==> config.mk <==
export PLATFORM = sky130hd
export DESIGN_NAME = spm_seq_ctrl_flat
export DESIGN_NICKNAME = d
export VERILOG_FILES = /design/src/rtl/spm_pkg.sv /design/src/rtl/spm_seq_ctrl_if.sv /design/src/rtl/spm_ser_shift.sv /design/src/rtl/spm_seq_ctrl.sv /design/src/flat_wrapper.sv
export SDC_FILE = /design/constraint.sdc
export NUM_CORES = 1
export LEC_CHECK = 0
export ABC_AREA = 1
export CAP_MARGIN = 20
export CORE_ASPECT_RATIO = 0.6
export CORE_MARGIN = 10
export CORE_UTILIZATION = 45
export DETAILED_ROUTE_END_ITERATION = 16
export GPL_ROUTABILITY_DRIVEN = 0
export MAX_ROUTING_LAYER = met4
export PLACE_DENSITY_LB_ADDON = 0.3
export SYNTH_ARGS = -nofsm -noshare
export SYNTH_HDL_FRONTEND = slang
export SYNTH_HIERARCHICAL = 1
export SYNTH_SLANG_ARGS = --single-unit
==> constraint.sdc <==
create_clock -name clk -period 4.38 [get_ports clk]
set_clock_uncertainty 0.1 [all_clocks]
set_input_delay 1.314 -clock clk [delete_from_list [all_inputs] [get_ports clk]]
set_output_delay 1.314 -clock clk [all_outputs]
set_load 0.005 [all_outputs]
==> src/rtl/spm_pkg.sv <==
// Shared types and sizing helpers for the spm sequencer.
// The FSM state encoding lives here so the sequencer and any future
// debug logic agree on the state values.
package spm_pkg;

    typedef enum logic [1:0] {
        IDLE  = 2'd0,
        CLEAR = 2'd1,
        RUN   = 2'd2,
        DONE  = 2'd3
    } spm_state_e;

    // Number of cycles spent in RUN: 2*SIZE product bits plus the spm pipeline latency.
    function automatic int spm_run_len(input int size, input int p_lat);
        return 2 * size + p_lat;
    endfunction

    // Width of the RUN counter; one spare code so the counter never wraps.
    function automatic int spm_cnt_width(input int size, input int p_lat);
        return $clog2(2 * size + p_lat + 1);
    endfunction

endpackage

==> src/rtl/spm_seq_ctrl_if.sv <==
// Bus-side handshake bundle of the spm sequencer: operand pair in,
// product out, plus the synchronous abort.
interface spm_seq_ctrl_if #(
    parameter int SIZE = 32
);
    logic              in_valid;
    logic              in_ready;
    logic [SIZE-1:0]   mc;
    logic [SIZE-1:0]   mp;
    logic              abort;
    logic              out_valid;
    logic              out_ready;
    logic [2*SIZE-1:0] prod;

    // The operand producer / product consumer side.
    modport master (
        output in_valid, mc, mp, abort, out_ready,
        input  in_ready, out_valid, prod
    );

    // The sequencer side.
    modport slave (
        input  in_valid, mc, mp, abort, out_ready,
        output in_ready, out_valid, prod
    );
endinterface

==> src/rtl/spm_ser_shift.sv <==
// Load/shift register that serialises the multiplier LSB-first onto the
// spm y input. Each shift moves the register right by one; the bit shifted
// in at the top is either the sign bit (so after SIZE shifts the output
// repeats the sign) or zero for unsigned operation.
module spm_ser_shift #(
    parameter int SIZE        = 32,
    parameter bit SIGN_REPEAT = 1'b1
) (
    input  logic            clk,
    input  logic            rst,
    input  logic            load_en,
    input  logic [SIZE-1:0] load_data,
    input  logic            shift_en,
    output logic            ser_bit
);

    logic [SIZE-1:0] y_q;
    logic [SIZE-1:0] y_d;
    logic            fill_bit;

    assign fill_bit = SIGN_REPEAT ? y_q[SIZE-1] : 1'b0;
    assign ser_bit  = y_q[0];

    // Next value: a load takes priority over a shift, otherwise hold.
    always_comb begin
        y_d = y_q;
        if (load_en) begin
            y_d = load_data;
        end else if (shift_en) begin
            y_d = {fill_bit, y_q[SIZE-1:1]};
        end
    end

    // Multiplier register, cleared by the asynchronous active-low reset.
    always_ff @(posedge clk or negedge rst) begin
        if (!rst) begin
            y_q <= '0;
        end else begin
            y_q <= y_d;
        end
    end

endmodule

==> src/rtl/spm_seq_ctrl.sv <==
// Sequencer for the serial-parallel multiplier. Accepts one operand pair,
// holds the multiplicand on spm_x, clears the csa array for one cycle,
// streams the multiplier LSB-first (sign-repeated in the upper half when
// signed) and deserialises the returned product bits into prod.
module spm_seq_ctrl
    import spm_pkg::*;
#(
    parameter int SIZE   = 32,
    parameter int P_LAT  = 1,
    parameter int SIGNED = 1
) (
    input  logic               clk,
    input  logic               rst,
    spm_seq_ctrl_if.slave      bus,
    output logic [SIZE-1:0]    spm_x,
    output logic               spm_y,
    output logic               spm_clr,
    input  logic               spm_p
);

    localparam int RUN_LEN = spm_run_len(SIZE, P_LAT);
    localparam int CNT_W   = spm_cnt_width(SIZE, P_LAT);

    localparam logic [CNT_W-1:0] CNT_LAST  = CNT_W'(RUN_LEN - 1);
    localparam logic [CNT_W-1:0] CNT_PLAT  = CNT_W'(P_LAT);
    localparam logic [CNT_W-1:0] CNT_YSTOP = CNT_W'(2 * SIZE);

    spm_state_e        state_q;
    spm_state_e        state_d;
    logic [CNT_W-1:0]  cnt_q;
    logic [CNT_W-1:0]  cnt_d;
    logic [SIZE-1:0]   x_q;
    logic [SIZE-1:0]   x_d;
    logic [2*SIZE-1:0] prod_q;
    logic [2*SIZE-1:0] prod_d;

    logic              load_y;
    logic              shift_y;
    logic              y_bit;

    // Multiplier serialiser; loaded on accept, shifted once per RUN cycle.
    spm_ser_shift #(
        .SIZE        (SIZE),
        .SIGN_REPEAT (SIGNED != 0)
    ) u_ser_shift (
        .clk       (clk),
        .rst       (rst),
        .load_en   (load_y),
        .load_data (bus.mp),
        .shift_en  (shift_y),
        .ser_bit   (y_bit)
    );

    // Next-state, counter, operand latch and product deserialiser.
    always_comb begin
        state_d = state_q;
        cnt_d   = cnt_q;
        x_d     = x_q;
        prod_d  = prod_q;
        load_y  = 1'b0;
        shift_y = 1'b0;
        unique case (state_q)
            IDLE: begin
                if (bus.in_valid) begin
                    x_d     = bus.mc;
                    load_y  = 1'b1;
                    state_d = CLEAR;
                end
            end
            CLEAR: begin
                cnt_d   = '0;
                state_d = bus.abort ? IDLE : RUN;
            end
            RUN: begin
                if (bus.abort) begin
                    state_d = IDLE;
                end else begin
                    shift_y = 1'b1;
                    if (cnt_q >= CNT_PLAT) begin
                        prod_d = {spm_p, prod_q[2*SIZE-1:1]};
                    end
                    if (cnt_q == CNT_LAST) begin
                        state_d = DONE;
                    end else begin
                        cnt_d = cnt_q + 1'b1;
                    end
                end
            end
            DONE: begin
                if (bus.out_ready) begin
                    state_d = IDLE;
                end
            end
            default: begin
                state_d = IDLE;
            end
        endcase
    end

    // State, counter, multiplicand and product registers.
    always_ff @(posedge clk or negedge rst) begin
        if (!rst) begin
            state_q <= IDLE;
            cnt_q   <= '0;
            x_q     <= '0;
            prod_q  <= '0;
        end else begin
            state_q <= state_d;
            cnt_q   <= cnt_d;
            x_q     <= x_d;
            prod_q  <= prod_d;
        end
    end

    // The csa array is held clear whenever it is not multiplying, and
    // also in the cycle an abort is seen so no stale partial sum survives.
    assign spm_clr       = (state_q != RUN) || bus.abort;
    assign spm_y         = (state_q == RUN) && (cnt_q < CNT_YSTOP) && y_bit;
    assign spm_x         = x_q;
    assign bus.in_ready  = (state_q == IDLE);
    assign bus.out_valid = (state_q == DONE);
    assign bus.prod      = prod_q;

endmodule
==> src/flat_wrapper.sv <==
// flat-port wrapper written by rule: the top's interface ports become plain ports
module spm_seq_ctrl_flat import spm_pkg::*;
#(
    parameter int SIZE   = 32,
    parameter int P_LAT  = 1,
    parameter int SIGNED = 1
)
  (clk, rst, spm_x, spm_y, spm_clr, spm_p, bus_in_valid, bus_mc, bus_mp, bus_abort, bus_out_ready, bus_in_ready, bus_out_valid, bus_prod);
  spm_seq_ctrl_if #(.SIZE(SIZE)) bus_i ();
  input  logic clk;
  input  logic rst;
  output logic [SIZE-1:0] spm_x;
  output logic spm_y;
  output logic spm_clr;
  input  logic spm_p;
  input wire logic [$bits(bus_i.in_valid)-1:0] bus_in_valid;
  input wire logic [$bits(bus_i.mc)-1:0] bus_mc;
  input wire logic [$bits(bus_i.mp)-1:0] bus_mp;
  input wire logic [$bits(bus_i.abort)-1:0] bus_abort;
  input wire logic [$bits(bus_i.out_ready)-1:0] bus_out_ready;
  output wire logic [$bits(bus_i.in_ready)-1:0] bus_in_ready;
  output wire logic [$bits(bus_i.out_valid)-1:0] bus_out_valid;
  output wire logic [$bits(bus_i.prod)-1:0] bus_prod;
  assign bus_i.in_valid = bus_in_valid;
  assign bus_i.mc = bus_mc;
  assign bus_i.mp = bus_mp;
  assign bus_i.abort = bus_abort;
  assign bus_i.out_ready = bus_out_ready;
  assign bus_in_ready = bus_i.in_ready;
  assign bus_out_valid = bus_i.out_valid;
  assign bus_prod = bus_i.prod;
  spm_seq_ctrl #(.SIZE(SIZE), .P_LAT(P_LAT), .SIGNED(SIGNED)) u_core (.clk(clk), .rst(rst), .bus(bus_i), .spm_x(spm_x), .spm_y(spm_y), .spm_clr(spm_clr), .spm_p(spm_p));
endmodule
==> results of run 1 <==
worst paths after layout:
kind / start / endpoint / slack (ps) / depth (start not counted)
max: bus_abort / spm_clr / 390 / 4
min: u_core/spm_x[19]$_DFFE_PN0P_ / u_core/spm_x[19]$_DFFE_PN0P_ / 370 / 2
max reg2reg: u_core/state_q[0]$_DFFE_PN0P_ / u_core/bus.prod[57]$_DFFE_PN0P_ / 1550 / 8
min reg2reg: u_core/spm_x[19]$_DFFE_PN0P_ / u_core/spm_x[19]$_DFFE_PN0P_ / 370 / 2
max in group asynchronous: rst / u_core/u_ser_shift/y_q[8]$_DFFE_PN0P_ / 2570 / 3
min in group asynchronous: rst / u_core/bus.prod[51]$_DFFE_PN0P_ / 630 / 1
logic make-up (layout without fill, tap and decap cells):
kind of cell / after synthesis / count (layout) / share of synthesized area [%]
compound gates: 4 / 4 / 0.377
xor+xnor: 1 / 1 / 0.147
fa+ha+maj: 3 / 3 / 0.628
buf+inv: 57 / 223 / 6.63
flops: 137 / 137 / 57.3
simple gates: 478 / 478 / 34.9
flip-flops by register name (all words and copies together), names as in the netlist:
signal	cells
u_core/state_q	2
u_core/cnt_q	7
u_core/spm_x	32
u_core/u_ser_shift/y_q	32
u_core/bus.prod	64
Yosys cell counts (2+ instances only):
master and number:
buf_1 3, buf_2 11, buf_6 22, clkbuf_1 3, dfrtp_1 137, ha_1 3, inv_1 15, inv_2 2
nand2_1 320, nand3_1 120, nand3_2 14, nand4_1 2, nor2_1 12, nor2_2 2, nor3_1 2, o21ai_0 2
final cells by class:
cell class / count / area, um^2
clock buffer: 19 / 453
clock inverter: 11 / 219
fill: 1044 / 4640
inverter: 17 / 63.8
multi-input combinational: 486 / 2150
sequential: 137 / 3430
tap: 170 / 213
timing repair buffer: 176 / 1770
layer usage:
layer  vias to the layer above  track usage (%)
met1                      2498             22.3
li1                       2468                -
met3                        13             6.17
met4                         0             4.08
met5                         -                -
met2                       201             25.9
power by group through the flow:
stage | Clock [uW] | Sequential, uW | Combinational (uW)
floorplan | 0 | 1760 | 981
global placement | 0 | 1760 | 1400
detailed placement | 0 | 1780 | 1450
CTS | 1660 | 1770 | 1460
global route | 1710 | 1810 | 1620
finish | 1630 | 1770 | 1440
worst min-delay path: stages (launching register included):
cell and delay (ps):
dfrtp_1 340, nand2_1 50, nand2_1 50
stage by stage:
step | std cells | total power [uW] | instance area [um^2] | util, %
after global placement | 985 | 3160 | 7600 | 58.7
after floorplan | 680 | 2740 | 5980 | -
after CTS | 1015 | 4890 | 8270 | 63.9
final | 1016 | 4840 | 8300 | 64.2
after detailed placement | 985 | 3240 | 7600 | 58.7
after global routing | 1016 | 5130 | 8300 | 64.2
==> reports/qor.csv, run 1 <==
stage,metric,value,unit
outcome,status,"complete, no violations",
die,core_area,12900,um^2
setup_path,worstPathCellList,clkdlybuf4s50_1 > nor2_8 > inv_1 > clkdlybuf4s50_1,
global_routing,grt_first_pass_wirelength,25.5,mm
timing,fin_crit,3990,ps
power_and_ir_drop,p_seq_share,36.6,%
synth,syn_area_per_cell,8.79,um^2
synth,synth_top_area_share,57.3,%
setup_path,required,2970,ps
power_and_ir_drop,switching_share,32.4,%
setup_path,max_stage_delay,610,ps
final_layout,final_common_cell,nand2_1,
drt,routed_wl,15.8,mm
synth,async_reset_ff_share,100,%
setup_path,start_kind,input pin,
power_and_ir_drop,switchingPower,1570,uW
cts,clk_path_buf_depth,2,
power_and_ir_drop,clkPwrFrac,33.6,%
cts,cts.clk_slew.worst_paths,60,ps
cts,numCtsBuffers,17,
global_routing,grt_pass1_vias,5133,
setup_path,crit_family,buffers and inverters,
setup_path,arrival,2570,ps
drt,num_vias,5180,
synth,synth.distinct_cells,26,
drt,final_antenna_net_count,0,
cts,h-tree-depth,4,
die,die_h,109,um
timing,setup_violations,0,
synth,synth_edf_count,0,
drt,first_pass_iters,5,
final_layout,num_antenna_cells,0,
final_layout,area_growth,38.8,%
setup_path,cpMaxStageDelayCell,clkdlybuf4s50_1,
timing,fin_crit_sh,91.1,%
placement,hpwl,10.8,mm
cts,clk_latency,410,ps
global_routing,antenna_found_initial,0,
power_and_ir_drop,peakVddDrop,0.379,mV
cts,cts_root_buf,clkbuf_16,
die,dieArea,18400,um^2
global_routing,grt_start_max_net_pins,115,
drt,met1_length,7.00,mm
power_and_ir_drop,powerDensity,584,nW/um^2
timing,worst_slack,392,ps
synth,synth_fp_nets,753,
timing,relSlewSlack,48.8,%
synth,ys_warn_count,6,
drt,highest-signal-layer,met4,
cts,cts_resized,0,
drt,via_per_inst,5.10,
setup_path,critPathMostFrequentCell,clkdlybuf4s50_1,
timing,fmax,0.251,GHz
final_layout,layout_common_cells,"nand2_1, clkdlybuf4s50_1, dfrtp_1, nand3_1, clkbuf_16",
placement,io_buffers,169,
setup_path,crit_type,input pin to output port,
die,io_pins,170,
synth,synth_ff_type,dfrtp_1,
run,maxCapViolCount,0,
timing,rsz0062_at_grt,false,
power_and_ir_drop,p_int,3270,uW
power_and_ir_drop,p_comb_share,29.8,%
timing,setup_tns,0,ps
synth,synthesis.instances,680,
cts,cts_tree,done,
synth,ys_seq_area_share,57.3,%
drt,dr_wl_met3,1.34,mm
final_layout,final_nets,908,
synth,synth_top_area_cell,dfrtp_1,
drt,wl_per_cell,15.5,um
timing,hold_viol_final,0,
global_routing,track_usage,17.4,%
synth,synth_seq_cells,137,
drt,wl_met2,7.35,mm
die,initial_core_util,46.2,%
final_layout,final_layout_size_suffix_gt1_share,7.33,%
cts,cts.sinks,137,
drt,initialDrtViolationCount,386,
placement,pre_cts_ws,266,ps
synth,synth.cell_area,5980,um^2
timing,tightest_slew,768,ps
setup_path,cp_max_fo,3,
timing,slew_violations,0,
power_and_ir_drop,p_leak,0.00414,uW
setup_path,cp-end-kind,output port,
cts,postCtsSetupBuffers,0,
worst_hold_path,worst_hold_path_type,flop to flop,
cts,hold_buffers,0,
die,rows,32,
die,die_x,169,um
setup_path,crit_buf_inv,3,
timing,whs,372,ps
synth,synthTopCellsByArea,"dfrtp_1, nand2_1, nand3_1",
global_routing,grt.overflow.total,0,
drt,drc,0,
Note: power is estimated with default switching activity, not from simulation.
==> run 2: changes to the inputs <==
--- a/config.mk
+++ b/config.mk
@@ -6,7 +6,6 @@
 export NUM_CORES = 1
 export LEC_CHECK = 0
 export ABC_AREA = 1
-export CAP_MARGIN = 20
 export CORE_ASPECT_RATIO = 0.6
 export CORE_MARGIN = 10
 export CORE_UTILIZATION = 45
==> run 2 against run 1 <==
Effect of this change:
- design area shrank 0.33%
- highest routed layer unchanged
- largest cell class unchanged
- utilization shrank 0.21 points
- clock power barely moved
- non-clock buffer count is 1 lower
- final cell count is essentially flat
- hold slack improved by 0.75 ps
- global-route usage unchanged
- register-to-register slack got worse by 30 ps
==> reports/qor.csv, run 2 (synthesized netlist as in run 1, its figures left out) <==
stage,metric,value,unit,change
outcome,status,"complete, no violations",,unchanged
run,maxCapViolCount,0,,unchanged
cts,clk_latency,410,ps,about the same
setup_path,cpMaxStageDelayCell,clkdlybuf4s50_1,,unchanged
setup_path,crit_buf_inv,3,,unchanged
drt,num_vias,5160,,was 5180
die,io_pins,170,,unchanged
timing,fin_crit,3990,ps,about the same
setup_path,cp_max_fo,3,,unchanged
drt,initialDrtViolationCount,377,,was 386
cts,numCtsBuffers,17,,unchanged
power_and_ir_drop,p_int,3270,uW,about the same
placement,pre_cts_ws,266,ps,unchanged
final_layout,final_nets,907,,was 908
timing,hold_viol_final,0,,unchanged
cts,h-tree-depth,4,,unchanged
drt,wl_per_cell,15.6,um,was 15.5 um
cts,cts_resized,0,,unchanged
drt,routed_wl,15.8,mm,about the same
timing,tightest_slew,1000,ps,was 768 ps
power_and_ir_drop,p_seq_share,36.6,%,about the same
drt,final_antenna_net_count,0,,unchanged
power_and_ir_drop,switching_share,32.4,%,about the same
cts,hold_buffers,0,,unchanged
timing,fin_crit_sh,91.1,%,about the same
worst_hold_path,worst_hold_path_type,flop to flop,,unchanged
setup_path,arrival,2570,ps,about the same
power_and_ir_drop,switchingPower,1570,uW,about the same
final_layout,final_common_cell,nand2_1,,unchanged
placement,io_buffers,169,,unchanged
setup_path,start_kind,input pin,,unchanged
global_routing,track_usage,17.4,%,unchanged
die,rows,32,,unchanged
cts,cts.clk_slew.worst_paths,60,ps,about the same
final_layout,final_layout_size_suffix_gt1_share,7.22,%,was 7.33%
final_layout,largest_reg_flops,64,,unchanged
die,initial_core_util,46.2,%,unchanged
die,die_x,169,um,unchanged
timing,relSlewSlack,33.0,%,was 48.8%
die,core_area,12900,um^2,unchanged
setup_path,worstPathCellList,clkdlybuf4s50_1 > nor2_8 > inv_1 > clkdlybuf4s50_1,,unchanged
cts,clk_path_buf_depth,2,,unchanged
cts,postCtsSetupBuffers,0,,unchanged
placement,hpwl,10.8,mm,unchanged
die,die_h,109,um,unchanged
timing,setup_violations,0,,unchanged
setup_path,max_stage_delay,610,ps,about the same
power_and_ir_drop,powerDensity,585,nW/um^2,was 584 nW/um^2
global_routing,grt_pass1_vias,5133,,unchanged
power_and_ir_drop,p_comb_share,29.8,%,about the same
power_and_ir_drop,p_leak,0.00413,uW,was 0.00414 uW
setup_path,crit_family,buffers and inverters,,unchanged
global_routing,antenna_found_initial,0,,unchanged
setup_path,required,2970,ps,about the same
timing,fmax,0.251,GHz,about the same
power_and_ir_drop,peakVddDrop,0.379,mV,about the same
global_routing,grt.overflow.total,0,,unchanged
timing,setup_tns,0,ps,unchanged
setup_path,critPathMostFrequentCell,clkdlybuf4s50_1,,unchanged
final_layout,layout_common_cells,"nand2_1, clkdlybuf4s50_1, dfrtp_1, nand3_1, clkbuf_16",,unchanged
cts,cts.sinks,137,,unchanged
setup_path,cp-end-kind,output port,,unchanged
drt,first_pass_iters,5,,unchanged
final_layout,area_growth,38.3,%,was 38.8%
timing,worst_slack,391,ps,was 392 ps
timing,slew_violations,0,,unchanged
drt,drc,0,,unchanged
cts,cts_root_buf,clkbuf_16,,unchanged
power_and_ir_drop,clkPwrFrac,33.6,%,about the same
global_routing,grt_first_pass_wirelength,25.5,mm,unchanged
final_layout,num_antenna_cells,0,,unchanged
die,dieArea,18400,um^2,unchanged
setup_path,crit_type,input pin to output port,,unchanged
timing,rsz0062_at_grt,false,,unchanged
global_routing,grt_start_max_net_pins,115,,unchanged
drt,via_per_inst,5.08,,was 5.10
cts,cts_tree,done,,unchanged
run 2: cell types whose count changed in the layout (fill, tap and decap cells not counted), sizes merged:
cell / change
buf: -1
run 2: stage by stage:
step	hold slack, ps	std cells	power, uW	utilization (%)	cell area, um^2
finish	373	1015	4840	63.9	8270
floorplan	343	680	2740	-	5980
global placement	354	985	3160	58.7	7600
global route	402	1015	5130	63.9	8270
CTS	375	1015	4890	63.9	8270
detailed placement	361	985	3240	58.7	7600
run 2: area by class of cell:
class                      instances  area (um^2)
clock buffer                      19          453
clock inverter                    11          219
fill                            1045         4660
inverter                          17         63.8
multi-input combinational        486         2150
sequential                       137         3430
tap                              170          213
timing repair buffer             175         1740
run 2: worst register-to-register path, stage by stage (launching register included):
cell     delay, ps
dfrtp_1        410
inv_1          100
nand2_2        120
nor2_8         110
buf_4          420
buf_4          650
nand2_4        520
nand2_1        240
nand2_1         70
run 2: per-layer routing:
layer | vias to the layer above | global-route usage, % | wire length [um]
met5 | - | - | 0
met4 | 0 | 4.08 | 90
li1 | 2462 | - | -
met2 | 184 | 25.9 | 7290
met3 | 11 | 6.17 | 1290
met1 | 2503 | 22.3 | 7120
run 2: path summary, 6_finish.rpt:
| path | slack [ps] | to | cells past startpoint | from |
|---|---|---|---|---|
| max | 390 | spm_clr | 4 | bus_abort |
| min reg2reg | 370 | u_core/spm_x[19]$_DFFE_PN0P_ | 2 | u_core/spm_x[19]$_DFFE_PN0P_ |
| max reg2reg | 1520 | u_core/bus.prod[53]$_DFFE_PN0P_ | 8 | u_core/state_q[0]$_DFFE_PN0P_ |
| min | 370 | u_core/spm_x[19]$_DFFE_PN0P_ | 2 | u_core/spm_x[19]$_DFFE_PN0P_ |
| max in group asynchronous | 2380 | u_core/u_ser_shift/y_q[8]$_DFFE_PN0P_ | 2 | rst |
| min in group asynchronous | 960 | u_core/bus.prod[52]$_DFFE_PN0P_ | 1 | rst |
run 2: power groups by stage:
stage | logic [uW] | clock network, uW | registers [uW]
3_3_place_gp | 1400 | 0 | 1760
6_report | 1440 | 1630 | 1770
5_1_grt | 1610 | 1710 | 1810
2_1_floorplan | 981 | 0 | 1760
3_5_place_dp | 1450 | 0 | 1780
4_1_cts | 1460 | 1660 | 1770
==> run 3: changes to the inputs <==
--- a/config.mk
+++ b/config.mk
@@ -6,6 +6,7 @@
 export NUM_CORES = 1
 export LEC_CHECK = 0
 export ABC_AREA = 1
+export CAP_MARGIN = 20
 export CORE_ASPECT_RATIO = 0.6
 export CORE_MARGIN = 10
 export CORE_UTILIZATION = 45
==> results of run 3 <==
No change in the layout: final DEF, timing and power equal those of run 1.
